===== src/rtl/action_selector.sv =====
// ============================================================================
// Module   : action_selector
// Brief    : Explore/exploit action picker: random index or sequential signed
//            argmax over latched Q-values. Optional macro MAX_Q_OUT_EN adds
//            the max_q_out port and forces a full scan on both paths.
// Revision : 1.0
// ============================================================================
`default_nettype none

module action_selector #(
  parameter int NUM_ACT = 4,
  parameter int Q_W     = 16,
  parameter int ACT_W   = 2
) (
  input  logic                   clk,
  input  logic                   rst,
  input  logic                   start,
  input  logic                   act_select_in,
  input  logic [9:0]             rand_in,
  input  logic [NUM_ACT*Q_W-1:0] q_vec_in,
  output logic                   busy,
  output logic                   act_valid,
`ifdef MAX_Q_OUT_EN
  output logic [Q_W-1:0]         max_q_out,
`endif
  output logic [ACT_W-1:0]       act_out
);

  typedef enum logic [1:0] {
    S_IDLE = 2'd0,
    S_SCAN = 2'd1,
    S_DONE = 2'd2
  } state_t;

  state_t                   state_q, state_d;
  logic [NUM_ACT*Q_W-1:0]   qv_q, qv_d;
  logic signed [Q_W-1:0]    best_q, best_d;
  logic [ACT_W-1:0]         idx_q, idx_d;
  logic [ACT_W-1:0]         cnt_q, cnt_d;
  logic [ACT_W-1:0]         act_q, act_d;
`ifdef MAX_Q_OUT_EN
  logic                     sel_q, sel_d;
  logic [ACT_W-1:0]         rand_q, rand_d;
  logic signed [Q_W-1:0]    maxq_q, maxq_d;
`endif

  // Only the low ACT_W bits of the random source select an action.
  logic w_unused_rand;
  assign w_unused_rand = ^rand_in[9:ACT_W];

  logic signed [Q_W-1:0] w_q_arr [NUM_ACT];
  for (genvar gi = 0; gi < NUM_ACT; gi++) begin : g_unpack
    assign w_q_arr[gi] = qv_q[gi*Q_W +: Q_W];
  end

  logic signed [Q_W-1:0] w_cand, w_best_nx;
  logic [ACT_W-1:0]      w_idx_nx;
  logic                  w_take;

  // Strict compare keeps the earliest index on ties.
  assign w_cand    = w_q_arr[cnt_q];
  assign w_take    = w_cand > best_q;
  assign w_best_nx = w_take ? w_cand : best_q;
  assign w_idx_nx  = w_take ? cnt_q  : idx_q;

  always_ff @(posedge clk) begin
    if (rst) begin
      state_q <= S_IDLE;
      qv_q    <= '0;
      best_q  <= '0;
      idx_q   <= '0;
      cnt_q   <= '0;
      act_q   <= '0;
`ifdef MAX_Q_OUT_EN
      sel_q   <= 1'b0;
      rand_q  <= '0;
      maxq_q  <= '0;
`endif
    end else begin
      state_q <= state_d;
      qv_q    <= qv_d;
      best_q  <= best_d;
      idx_q   <= idx_d;
      cnt_q   <= cnt_d;
      act_q   <= act_d;
`ifdef MAX_Q_OUT_EN
      sel_q   <= sel_d;
      rand_q  <= rand_d;
      maxq_q  <= maxq_d;
`endif
    end
  end

  always_comb begin
    state_d   = state_q;
    qv_d      = qv_q;
    best_d    = best_q;
    idx_d     = idx_q;
    cnt_d     = cnt_q;
    act_d     = act_q;
`ifdef MAX_Q_OUT_EN
    sel_d     = sel_q;
    rand_d    = rand_q;
    maxq_d    = maxq_q;
`endif
    busy      = (state_q != S_IDLE);
    act_valid = (state_q == S_DONE);

    case (state_q)
      S_IDLE: begin
        if (start) begin
          qv_d   = q_vec_in;
          best_d = $signed(q_vec_in[Q_W-1:0]);
          idx_d  = '0;
          cnt_d  = ACT_W'(1);
`ifdef MAX_Q_OUT_EN
          sel_d   = act_select_in;
          rand_d  = rand_in[ACT_W-1:0];
          state_d = S_SCAN;
`else
          if (act_select_in) begin
            act_d   = rand_in[ACT_W-1:0];
            state_d = S_DONE;
          end else begin
            state_d = S_SCAN;
          end
`endif
        end
      end
      S_SCAN: begin
        best_d = w_best_nx;
        idx_d  = w_idx_nx;
        cnt_d  = cnt_q + 1'b1;
        if (cnt_q == ACT_W'(NUM_ACT - 1)) begin
          state_d = S_DONE;
`ifdef MAX_Q_OUT_EN
          act_d   = sel_q ? rand_q : w_idx_nx;
          maxq_d  = w_best_nx;
`else
          act_d   = w_idx_nx;
`endif
        end
      end
      S_DONE:  state_d = S_IDLE;
      default: state_d = S_IDLE;
    endcase
  end

  assign act_out = act_q;
`ifdef MAX_Q_OUT_EN
  assign max_q_out = maxq_q;
`endif

endmodule

`default_nettype wire


===== config.mk =====
export PLATFORM = sky130hd
export DESIGN_NAME = action_selector
export DESIGN_NICKNAME = d
export VERILOG_FILES = /design/src/rtl/action_selector.sv
export SDC_FILE = /design/constraint.sdc
export NUM_CORES = 1
export LEC_CHECK = 0
export ABC_AREA = 1
export CORE_MARGIN = 10
export CORE_UTILIZATION = 52
export DETAILED_ROUTE_END_ITERATION = 8
export GPL_TIMING_DRIVEN = 0
export HOLD_SLACK_MARGIN = 0.03
export PLACE_DENSITY_LB_ADDON = 0.12
export RECOVER_POWER = 25
export SLEW_MARGIN = 10
export SYNTH_ARGS = -nofsm -noshare
export SYNTH_HDL_FRONTEND = slang
export SYNTH_SLANG_ARGS = --single-unit

===== constraint.sdc =====
create_clock -name clk -period 3 [get_ports clk]
set_clock_uncertainty 0.1 [all_clocks]
set_input_delay 0.3 -clock clk [delete_from_list [all_inputs] [get_ports clk]]
set_output_delay 0.3 -clock clk [all_outputs]
set_load 0.02 [all_outputs]

* Word-level counts from Yosys, hierarchy flattened
Cells that the tools add are included.
Widths: inputs -> output; s select.
** Storage, ports and cells
- Register bits :: 88
- Bits of input ports :: 78
- Output and inout port bits :: 4
** Operators by class
- Add/subtract/negate cells :: 1
- Magnitude comparators :: 2
- Equal/unequal tests :: 7
- Multiplexer cells :: 19
- Bitwise operators :: 1
- Reductions and logical operators :: 8
** Operators with widths (number)
- $mux 16 :: 4
- $bmux 16 s2 :: 1
- $pmux 16 s2 :: 1
- $mux 2 :: 9
- $gt 16x16->1 :: 1
- $pmux 2 s2 :: 4
- $ne 2x2->1 const B :: 4
- $reduce_and 2->1 :: 3
- $eq 2x2->1 const B :: 2
- $reduce_and 4->1 :: 1
- $reduce_bool 2->1 :: 2
- $ge 3x3->1 const B :: 1
- $not 2->3 :: 1
- $reduce_and 3->1 :: 1
- $add 2x1->2 const B :: 1
- $eq 2x1->1 const B :: 1
- $logic_not 2->1 :: 1

* Depth between registers and ports, before layout
Gate-level depths: netlist (run 1).
- Word-level depth :: 8
- Depth in mapped cells :: 21
- Mapped depth without buffers :: 20

* Worst setup path before layout (run 1)
OpenSTA, ideal clock, no wires.
- Path type :: reg-to-reg
- From :: register cnt_q[1]
- To :: register best_q[10]
- Data arrival time :: 2.250 ns
- Required time :: 2.787 ns
- Slack :: 0.537 ns
- Cell stages (with the launch flop) :: 19
- Path buffers :: 2
- Period minus slack after synthesis :: 2.463 ns
- Cells stage by stage :: dfxtp_1 -> inv_1 -> clkbuf_1 -> o21ai_0 -> o22ai_1 -> ha_1 -> a21oi_1 -> nor2_1 -> nor2_1 -> nand2_1 -> nand2_1 -> nand2_1 -> nand2_1 -> nand3_2 -> nand2_2 -> nand2_4 -> buf_4 -> nor2_1 -> nor2_1
** On the way
- Longest elaborated chain between the ends :: 7
** Ends and longest elaborated chain
- start: declaration :: RTL line 39 : logic [ACT_W-1:0] cnt_q, cnt_d;
- start signal: assignment :: RTL line 84 : cnt_q <= cnt_d;
- $not 2->3 (not written as such) * :: RTL line 61 : assign w_cand = w_q_arr[cnt_q];
- $bmux 16 s2 * :: RTL line 61
- $mux 16 (not written as such) * (2 in series) :: RTL line 61
- $gt 16x16->1 :: RTL line 62 : assign w_take = w_cand > best_q;
- $ne 2x2->1 (no line)
- $reduce_and 3->1 (no line)
- end signal: assignment :: RTL line 82 : best_q <= best_d;
- end: declaration :: RTL line 37 : logic signed [Q_W-1:0] best_q, best_d;
Mark *: on every way between the ends. The rest lies on a longest branch, timed or not. The select of a mux whose other input is x is not followed.
A chain may end at the register's enable or synchronous reset.

* Final worst setup path (run 1)
- From :: register cnt_q[0]
- To :: register best_q[2]
The elaborated chain is that of the path after synthesis.

==> results of run 1 <==
[power by group through the flow]
stage	clock network, µW	registers (µW)	logic [µW]
finish	950	1480	1500
global route	999	1500	1700
CTS	955	1480	1440
detailed placement	0	1500	1430
global placement	0	1500	1380
floorplan	0	1470	1020
[final timing paths]
kind | slack [ns] | to | startpoint
max reg2reg | 0.12 | best_q[2]$_SDFFE_PP0P_ | cnt_q[0]$_SDFFE_PP0P_
min reg2reg | 0.40 | qv_q[34]$_SDFFE_PP0P_ | qv_q[34]$_SDFFE_PP0P_
min | 0.40 | qv_q[34]$_SDFFE_PP0P_ | qv_q[34]$_SDFFE_PP0P_
max | 0.12 | best_q[2]$_SDFFE_PP0P_ | cnt_q[0]$_SDFFE_PP0P_
[flip-flops by register name, summed over array words and instances (netlist names)]
register  cells
cnt_q         2
act_out       2
qv_q         64
best_q       16
idx_q         2
state_q       2
[kinds of logic after synthesis]
family                   share of synthesized area, %
AND/OR/NAND/NOR                                 28.95
buffers and inverters                           6.970
flip-flops                                      41.94
adder cells (fa/ha/maj)                         5.064
AO/OA/AOI/OAI                                   17.07
[timing repair]
action,in CTS,in global routing
buffers inserted,0,0
setup endpoints to repair,17,20
gates resized for setup,9,27
pin swaps,0,0
[layout by cell type, fill, tap and decap left out, types with 2 or more instances in the layout]
cell type        synthesis  final
clkbuf_4                 0      3
nand4_1                  3      3
nor2_2                   1      2
inv_2                    3      3
dfxtp_1                 88     86
nor2_1                 194    193
buf_6                    2      2
bufinv_16                0      2
o22ai_2                  0     11
dlygate4sd3_1            0      2
clkbuf_2                 0      4
o22ai_1                 15      4
a21oi_1                 19     19
ha_1                    17     16
nand2_1                102    103
o21ai_0                 95     92
nand3_1                  5      5
clkbuf_8                 0     11
buf_2                    3      3
clkbuf_1                28     23
o21ai_1                  7     10
inv_1                   33     32
clkdlybuf4s50_1          0     71
[critical path: cells and delay by family (launching register included)]
kind / cells / cell delay [ns]
fa+ha+maj: 1 / 0.33
compound gates: 4 / 0.74
simple gates: 8 / 0.73
flops: 1 / 0.41
buf+inv: 3 / 0.44
[synthesized netlist by cell type, types with 2 or more instances]
master	number	share of area (%)
inv_2	3	0.27
clkbuf_1	28	2.5
inv_1	33	2.9
nand2_2	2	0.30
nand4_1	3	0.45
o21ai_0	95	11
buf_6	2	0.54
o21ai_1	7	0.83
buf_2	3	0.36
buf_1	2	0.18
ha_1	17	5.1
a21oi_1	19	2.3
nand3_1	5	0.60
nand2_1	102	9.1
dfxtp_1	88	42
o22ai_1	15	2.2
nor2_1	194	17
[area by class of cell]
class	instances	area [µm²]	share of cell area, %
buffer	36	173.9	3.225
clock buffer	12	155.1	2.877
clock inverter	4	76.32	1.415
inverter	36	135.1	2.506
multi-input combinational	467	2227	41.30
sequential	88	1767	32.76
tap	102	127.6	2.367
timing repair buffer	73	730.7	13.55
[per-stage QoR]
step / hold WS (ns) / util [%] / setup slack, ns
after global placement: 0.3548 / 64.79 / -0.1444
after CTS: 0.4019 / 67.95 / 0.01142
after global routing: 0.4214 / 69.07 / 0.008126
after floorplan: 0.2691 / - / 0.5372
final: 0.4033 / 69.07 / 0.1240
after detailed placement: 0.3675 / 64.79 / -0.1887
[routing by layer]
metal,track usage [%],part of all wire (%)
met1,26.10,45
met2,34.17,47
met3,4.272,5.6
met4,7.528,2.3
met5,0,0
==> reports/results.ini, run 1 <==
[pwr]
vdd_drop_max_v=0.0003313
p_leak_uw=0.002432
p_comb_share_pct=38.2
p_per_area_nw_per_um2=729.5
p_sw_uw=1457
totalPowerFinal_uw=3934
seqPwrFrac_pct=37.7
p_clk_share_pct=24.1
swShare_pct=37.03
p_int_uw=2477

[finish]
post-route-cell-area_um2=5393
nets=806
drive_gt1_share_pct=7.263
finalNonFillerCells=818
n_fill_cell=700
area_growth_pct=28.39
antenna_cells=0

[routing]
vias=4252
vias_per_cell=5.198
drtIter0Drc=263
drtAntennaViolNets=0
wl_mm=12.63
drc=0
first_pass_iters=7
routedWlPerCell_um=15.44

[clocking]
numCtsBuffers=9
postCtsHoldBufs=0
htreeDepth=3
path_clk_slew_ns=0.09
cts_max_path_buffers=2
clkLatencyLatePin_ns=0.36
cts.sinks=88
cts_tree=built
clock-root-buffer=clkbuf_8

[worst_setup_path]
crit_path_frequent_cell=nand2_1
cp_cell_sequence=inv_2 -> clkbuf_4 -> o21ai_1 -> o22ai_2 -> ha_1 -> a21oi_1 -> nand2_1 -> a21oi_1 -> nand2_1 -> nand2_1 -> nand3_2 -> nand2_2 -> nand2_4 -> buf_4 -> nor2_1 -> nor2_1
cp.required_ns=3.16
start_kind=flop
cpPeakStageDelay_ns=0.41
cp.arrival_ns=3.03
path_max_fanout=10
slowest_stage=dfxtp_4
worstSetupEndpointType=flop
critPathKind=reg2reg
worstRegToRegCells=16

[synth]
synthArstFlopShare_pct=0
synth_top_flop_cell=dfxtp_1
netlist_area_um2=4200
ys_seq_area_share_pct=41.94
synth.distinct_cells=26
synth_seq_cells=88
synth_fp_nets=722
synthCells=627
synth_edf_count=0
yosysWarnings=0
synth.avg_cell_area_um2=6.699

[timing]
hold_violations=0
setup_viol=0
tightest_slew_ns=0.5670
fin_tns_setup_ns=0
max-slew-margin-rel_pct=62.20
rsz0062_at_grt=false
finalWorstPathRequiredPeriod_ns=2.876
fmax_ghz=0.3477
fin_crit_sh_pct=95.87
slew_viol_final=0

[floorplanning]
ios=82
chipHeight_um=109.9
coreArea_um2=7807
dieArea_um2=12070
start_util_pct=53.80
rows=32
die_w_um=109.9

[global_route]
track_usage_pct=20.71
grt_pass1_wl_mm=19.62
grt-ovfl-total=0
antenna_found_initial=0
grt_pass1_vias=4045
grt_max_degree=15

[place]
place_hpwl_mm=9.832
dp.cells=802
io_buffers=73
place_congestion=0.9336
place_area_um2=5059

[run_status]
status=finished, final reports clean

[hold_path]
hold_depth=2
min-delay-path-class=reg2reg

[run]
max_cap_violations=0

Note: power is estimated with default switching activity, not from simulation.
==> inputs of run 2 (changes only) <==
- CAP_MARGIN: not set -> 20
- PLACE_DENSITY: not set -> 0.82
- PLACE_DENSITY_LB_ADDON: 0.12 -> not set
- REMOVE_ABC_BUFFERS: not set -> 1
==> run 2 against run 1 <==
Effect of this change: sequential power barely moved; worst setup slack gained 0.068 ns; design area decreased by 1.9%; largest power group is now registers; global-route usage fell by 2.8 points; cell count decreased by 2.8%; critical endpoint is now best_q[10]$_SDFFE_PP0P_; fmax rose by 2.4%; routed wire length down 13%; clock power decreased by 10%; sequential share of layout area increased by 0.69 points; total power shrank 5.3%; critical path type unchanged.
==> reports/results.ini, run 2 (synthesis gave the netlist of run 1 again) <==
[run_status]
status=finished, final reports clean

[clocking]
cts_max_path_buffers=2
clock-root-buffer=clkbuf_8
cts_tree=built
htreeDepth=3
path_clk_slew_ns=0.09
clkLatencyLatePin_ns=0.36
postCtsHoldBufs=0
cts.sinks=88
numCtsBuffers=9

[pwr]
p_per_area_nw_per_um2=704.2
p_leak_uw=0.002407
totalPowerFinal_uw=3725
vdd_drop_max_v=0.0002894

[floorplanning]
chipHeight_um=109.9
die_w_um=109.9
coreArea_um2=7807
dieArea_um2=12070
rows=32
start_util_pct=53.80
ios=82

[finish]
layout_common_cells=194 x nor2_1, 103 x nand2_1, 95 x o21ai_0
post-route-cell-area_um2=5289
antenna_cells=0
nets=783
drive_gt1_share_pct=5.916
area_growth_pct=25.92
final_common_cell=nor2_1
fin_util_pct=67.74
regMostFlops=qv_q
n_fill_cell=701
largest_reg_flops=64
reg_top3=qv_q (64), best_q (16)

[routing]
first_pass_iters=4
vias_per_cell=5.229
wl_mm=10.97
drtIter0Drc=242
drtAntennaViolNets=0
drc=0
vias=4157
routedWlPerCell_um=13.79

[worst_setup_path]
cp.arrival_ns=2.96
critPathKind=reg2reg
start_kind=flop
path_max_fanout=32
cp.required_ns=3.15
worstSetupEndpointType=flop

[timing]
fin_crit_sh_pct=93.60
slew_viol_final=0
fmax_ghz=0.3561
hold_violations=0
finalWorstPathRequiredPeriod_ns=2.808
rsz0062_at_grt=false
tightest_slew_ns=0.7464
setup_viol=0
hold_ws_ns=0.3795
max-slew-margin-rel_pct=50.12

[run]
max_cap_violations=0

[global_route]
grt_use_met2_pct=29.55
antenna_found_initial=0
gr-usage-met1_pct=22.44
track_usage_pct=17.87
grt_pass1_wl_mm=17.48
grt-ovfl-total=0
grt_max_degree=63
grt.met3_usage_pct=4.798
grt_pass1_vias=3823
grt-busiest-layer=met2

[place]
place_hpwl_mm=6.806
io_buffers=73
place_congestion=0.7880
place_area_um2=4954

[hold_path]
min-delay-path-class=reg2reg

[run 2: worst paths after layout]
kind / end / cells past startpoint / slack [ns] / start
worst min register to register: idx_q[1]$_SDFFE_PP0P_ / 2 / 0.38 / idx_q[1]$_SDFFE_PP0P_
worst min-delay path: idx_q[1]$_SDFFE_PP0P_ / 2 / 0.38 / idx_q[1]$_SDFFE_PP0P_
worst max-delay path: best_q[10]$_SDFFE_PP0P_ / 9 / 0.19 / state_q[1]$_SDFFE_PP0P_
worst max register to register: best_q[10]$_SDFFE_PP0P_ / 9 / 0.19 / state_q[1]$_SDFFE_PP0P_
[run 2: per-stage QoR]
| step | std cells | TNS [ns] | worst slack [ns] |
|---|---|---|---|
| 4_1_cts | 787 | 0 | 0.1025 |
| 6_report | 795 | 0 | 0.1919 |
| 2_1_floorplan | 591 | -0.9242 | -0.05776 |
| 5_1_grt | 795 | 0 | 0.002895 |
| 3_3_place_gp | 766 | -101.02 | -1.632 |
| 3_5_place_dp | 768 | -17.63 | -0.9549 |
[run 2: repair_timing]
item | 4_1_cts | 5_1_grt
setup endpoints to repair | 20 | 16
gates resized for setup | 6 | 2
hold endpoints to repair | 0 | 0
setup buffers | 3 | 7
[run 2: power by group]
part           switching (µW)  internal (µW)  total [µW]  leakage (µW)
clock                     442            411         853      0.000103
sequential               88.8           1380        1470      0.000730
combinational             861            544        1410       0.00157
total                    1390           2330        3720       0.00241
[run 2: routing by layer]
metal,wire length (µm),part of all wire [%],vias to the layer above
met1,4741,43,1868
met2,5210,48,149
li1,-,-,2127
met3,895,8.2,13
met5,0,0,-
met4,119,1.1,0
[run 2: final cells by class]
type	instances	area (µm²)	share of cell area [%]
Clock buffer	10	137.6	2.602
Clock inverter	6	65.06	1.230
Inverter	36	143.9	2.721
Multi-Input combinational cell	467	2157	40.79
Sequential cell	88	1769	33.45
Tap cell	102	127.6	2.413
Timing Repair Buffer	86	888.4	16.80
[run 2: critical path: stages, from the launching register on]
cell	delay (ns)
dfxtp_1	0.37
inv_1	0.07
nand2_1	0.55
inv_1	0.57
nor2_1	0.42
inv_1	0.17
nand2_8	0.21
nand2_1	0.08
nand2_1	0.08
nor2_1	0.05
==> inputs of run 3 (changes only) <==
- PLACE_DENSITY: 0.82 -> 0.9
- SLEW_MARGIN: 10 -> 20
==> run 3 against run 2 <==
Effect of this change: routed wire length is 2.3% higher; worst setup slack better by 0.074 ns; fmax is 2.7% higher; cell count is 0.25% lower; sequential share of layout area is 0.055 points lower; clock-buffer cell count is 1 lower; non-clock buffer count is 2 lower; global-route usage is 0.80 points higher; register-to-register slack better by 0.07 ns; total power is 2.7% higher; largest cell class unchanged; highest routed layer unchanged.
==> reports/results.ini, run 3 (synthesis gave the netlist of run 1 again) <==
[worst_setup_path]
crit_path_frequent_cell=nand2_1
r2r-end=best_q[13]$_SDFFE_PP0P_
cpPeakStageDelay_ns=0.43
worstRegToRegCells=17
startpoint=cnt_q[0]$_SDFFE_PP0P_
path_max_fanout=16
r2r_slack_ns=0.27
start_kind=flop
cp.required_ns=3.21
critPathKind=reg2reg
cp.arrival_ns=2.94
r2r_start=cnt_q[0]$_SDFFE_PP0P_
slowest_stage=dfxtp_4
worstSetupEndpointType=flop
cp_cell_sequence=buf_4 -> o21ai_0 -> o22ai_1 -> ha_1 -> nand2_1 -> nand2_1 -> nand3_1 -> nand2_1 -> a21oi_1 -> nand2_1 -> nand2_1 -> nand3_2 -> nand2_4 -> nand2_8 -> nand2_1 -> nand2_1 -> nor2_1

[finish]
n_fill_cell=646
finalNonFillerCells=793
nets=782
post-route-cell-area_um2=5298
final_common_cell=nor2_1
largest_reg_flops=64
multi_input_area_um2=2185
regMostFlops=qv_q
drive_gt1_share_pct=5.789
area_growth_pct=26.12
final-seq-area_um2=1769
reg_top3=qv_q (64), best_q (16)
fin_util_pct=67.85
layout_common_cells=194 x nor2_1, 102 x nand2_1, 95 x o21ai_0
antenna_cells=0

[routing]
drtAntennaViolNets=0
first_pass_iters=5
drc=0
vias=4219
wl_mm=11.22
drtIter0Drc=253
vias_per_cell=5.320
routedWlPerCell_um=14.15

[pwr]
p_per_area_nw_per_um2=722.2
vdd_drop_max_v=0.0003576
p_leak_uw=0.002401

[timing]
tightest_slew_ns=1.050
fmax_ghz=0.3658
hold_violations=0
fin_crit_sh_pct=91.12
slew_viol_final=0
finalWorstPathRequiredPeriod_ns=2.734
setup_viol=0
rsz0062_at_grt=false
max-slew-margin-rel_pct=29.89

[run]
max_cap_violations=0

[clocking]
postCtsHoldBufs=0
numCtsBuffers=9
cts_tree=built
clock-root-buffer=clkbuf_8
path_clk_slew_ns=0.09
cts.sinks=88
cts_max_path_buffers=2
clkLatencyLatePin_ns=0.36
htreeDepth=3

[place]
io_buffers=73
place_area_um2=4961
dp.cells=768
place_hpwl_mm=6.919
place_congestion=0.8380

[floorplanning]
coreArea_um2=7807
die_w_um=109.9
chipHeight_um=109.9
ios=82
start_util_pct=53.80
dieArea_um2=12070
rows=32

[global_route]
grt_pass1_vias=4119
grt_pass1_wl_mm=18.23
track_usage_pct=18.67
antenna_found_initial=0
grt-ovfl-total=0
grt_max_degree=63

[hold_path]
holdPathEnd=idx_q[0]$_SDFFE_PP0P_
worstHoldStart=idx_q[0]$_SDFFE_PP0P_
hold_depth=2
min-delay-path-class=reg2reg

[run_status]
status=finished, final reports clean

==> run 3: changes by cell type in the layout (fill, tap and decap cells not counted), sizes merged <==
cell	before	now
buf	13	11
bufinv	1	2
clkbuf	10	9
clkdlybuf4s50	69	68
clkinvlp	2	3
dlygate4sd3	4	5
inv	37	35
nand2	105	106
==> run 3: critical path: cells and delay by family, from the launching register on <==
kind,cells,cell delay (ns)
AO/OA/AOI/OAI,3,0.48
adder cells (fa/ha/maj),1,0.29
buffers and inverters,1,0.19
flip-flops,1,0.43
AND/OR/NAND/NOR,12,1.18
==> run 3: worst max-delay path by stage <==
| stage | slack [ns] | endpoint | cells past startpoint |
|---|---|---|---|
| floorplan | -0.06 | best_q[0]$_SDFFE_PP0P_ | 9 |
| global placement | -1.51 | best_q[11]$_SDFFE_PP0P_ | 9 |
| detailed placement | -0.99 | best_q[11]$_SDFFE_PP0P_ | 14 |
| CTS | 0.04 | best_q[0]$_SDFFE_PP0P_ | 14 |
| global route | 0.02 | best_q[14]$_SDFFE_PP0P_ | 17 |
| finish | 0.27 | best_q[13]$_SDFFE_PP0P_ | 17 |
==> run 3: cell type report <==
| class | instances | area share, % |
|---|---|---|
| Clock inverter | 6 | 1.606 |
| Multi-Input combinational cell | 468 | 41.24 |
| Timing Repair Buffer | 84 | 16.25 |
| Tap cell | 102 | 2.409 |
| Clock buffer | 9 | 2.338 |
| Inverter | 36 | 2.763 |
| Sequential cell | 88 | 33.40 |
==> run 3: power breakdown <==
group / internal, µW / total, µW / switching, µW
Combinational: 549 / 1470 / 924
Sequential: 1380 / 1470 / 88.4
Clock: 461 / 887 / 426
==> run 3: metal layers <==
layer	global-route usage (%)	wire length [µm]	vias up
met5	0	0	-
met4	9.201	223	0
met3	3.803	720	23
met2	32.35	5344	130
met1	21.37	4931	1932
li1	-	-	2134
==> run 3: through the flow <==
stage          total power [µW]  hold WS, ns  setup TNS [ns]  worst slack (ns)
2_1_floorplan              2416       0.2691         -0.9242          -0.05776
3_3_place_gp               2727       0.3533          -91.85            -1.514
3_5_place_dp               2829       0.3707          -18.19           -0.9898
4_1_cts                    3739       0.3813               0           0.04358
5_1_grt                    4096       0.4030               0           0.01760
6_report                   3826       0.3826               0            0.2663
==> run 3: timing repair <==
item / in CTS / in global routing
resized for setup: 6 / 5
buffers inserted: 3 / 6
pin swaps: 0 / 1
endpoints found under the setup margin: 20 / 16
gates cloned: 0 / 1
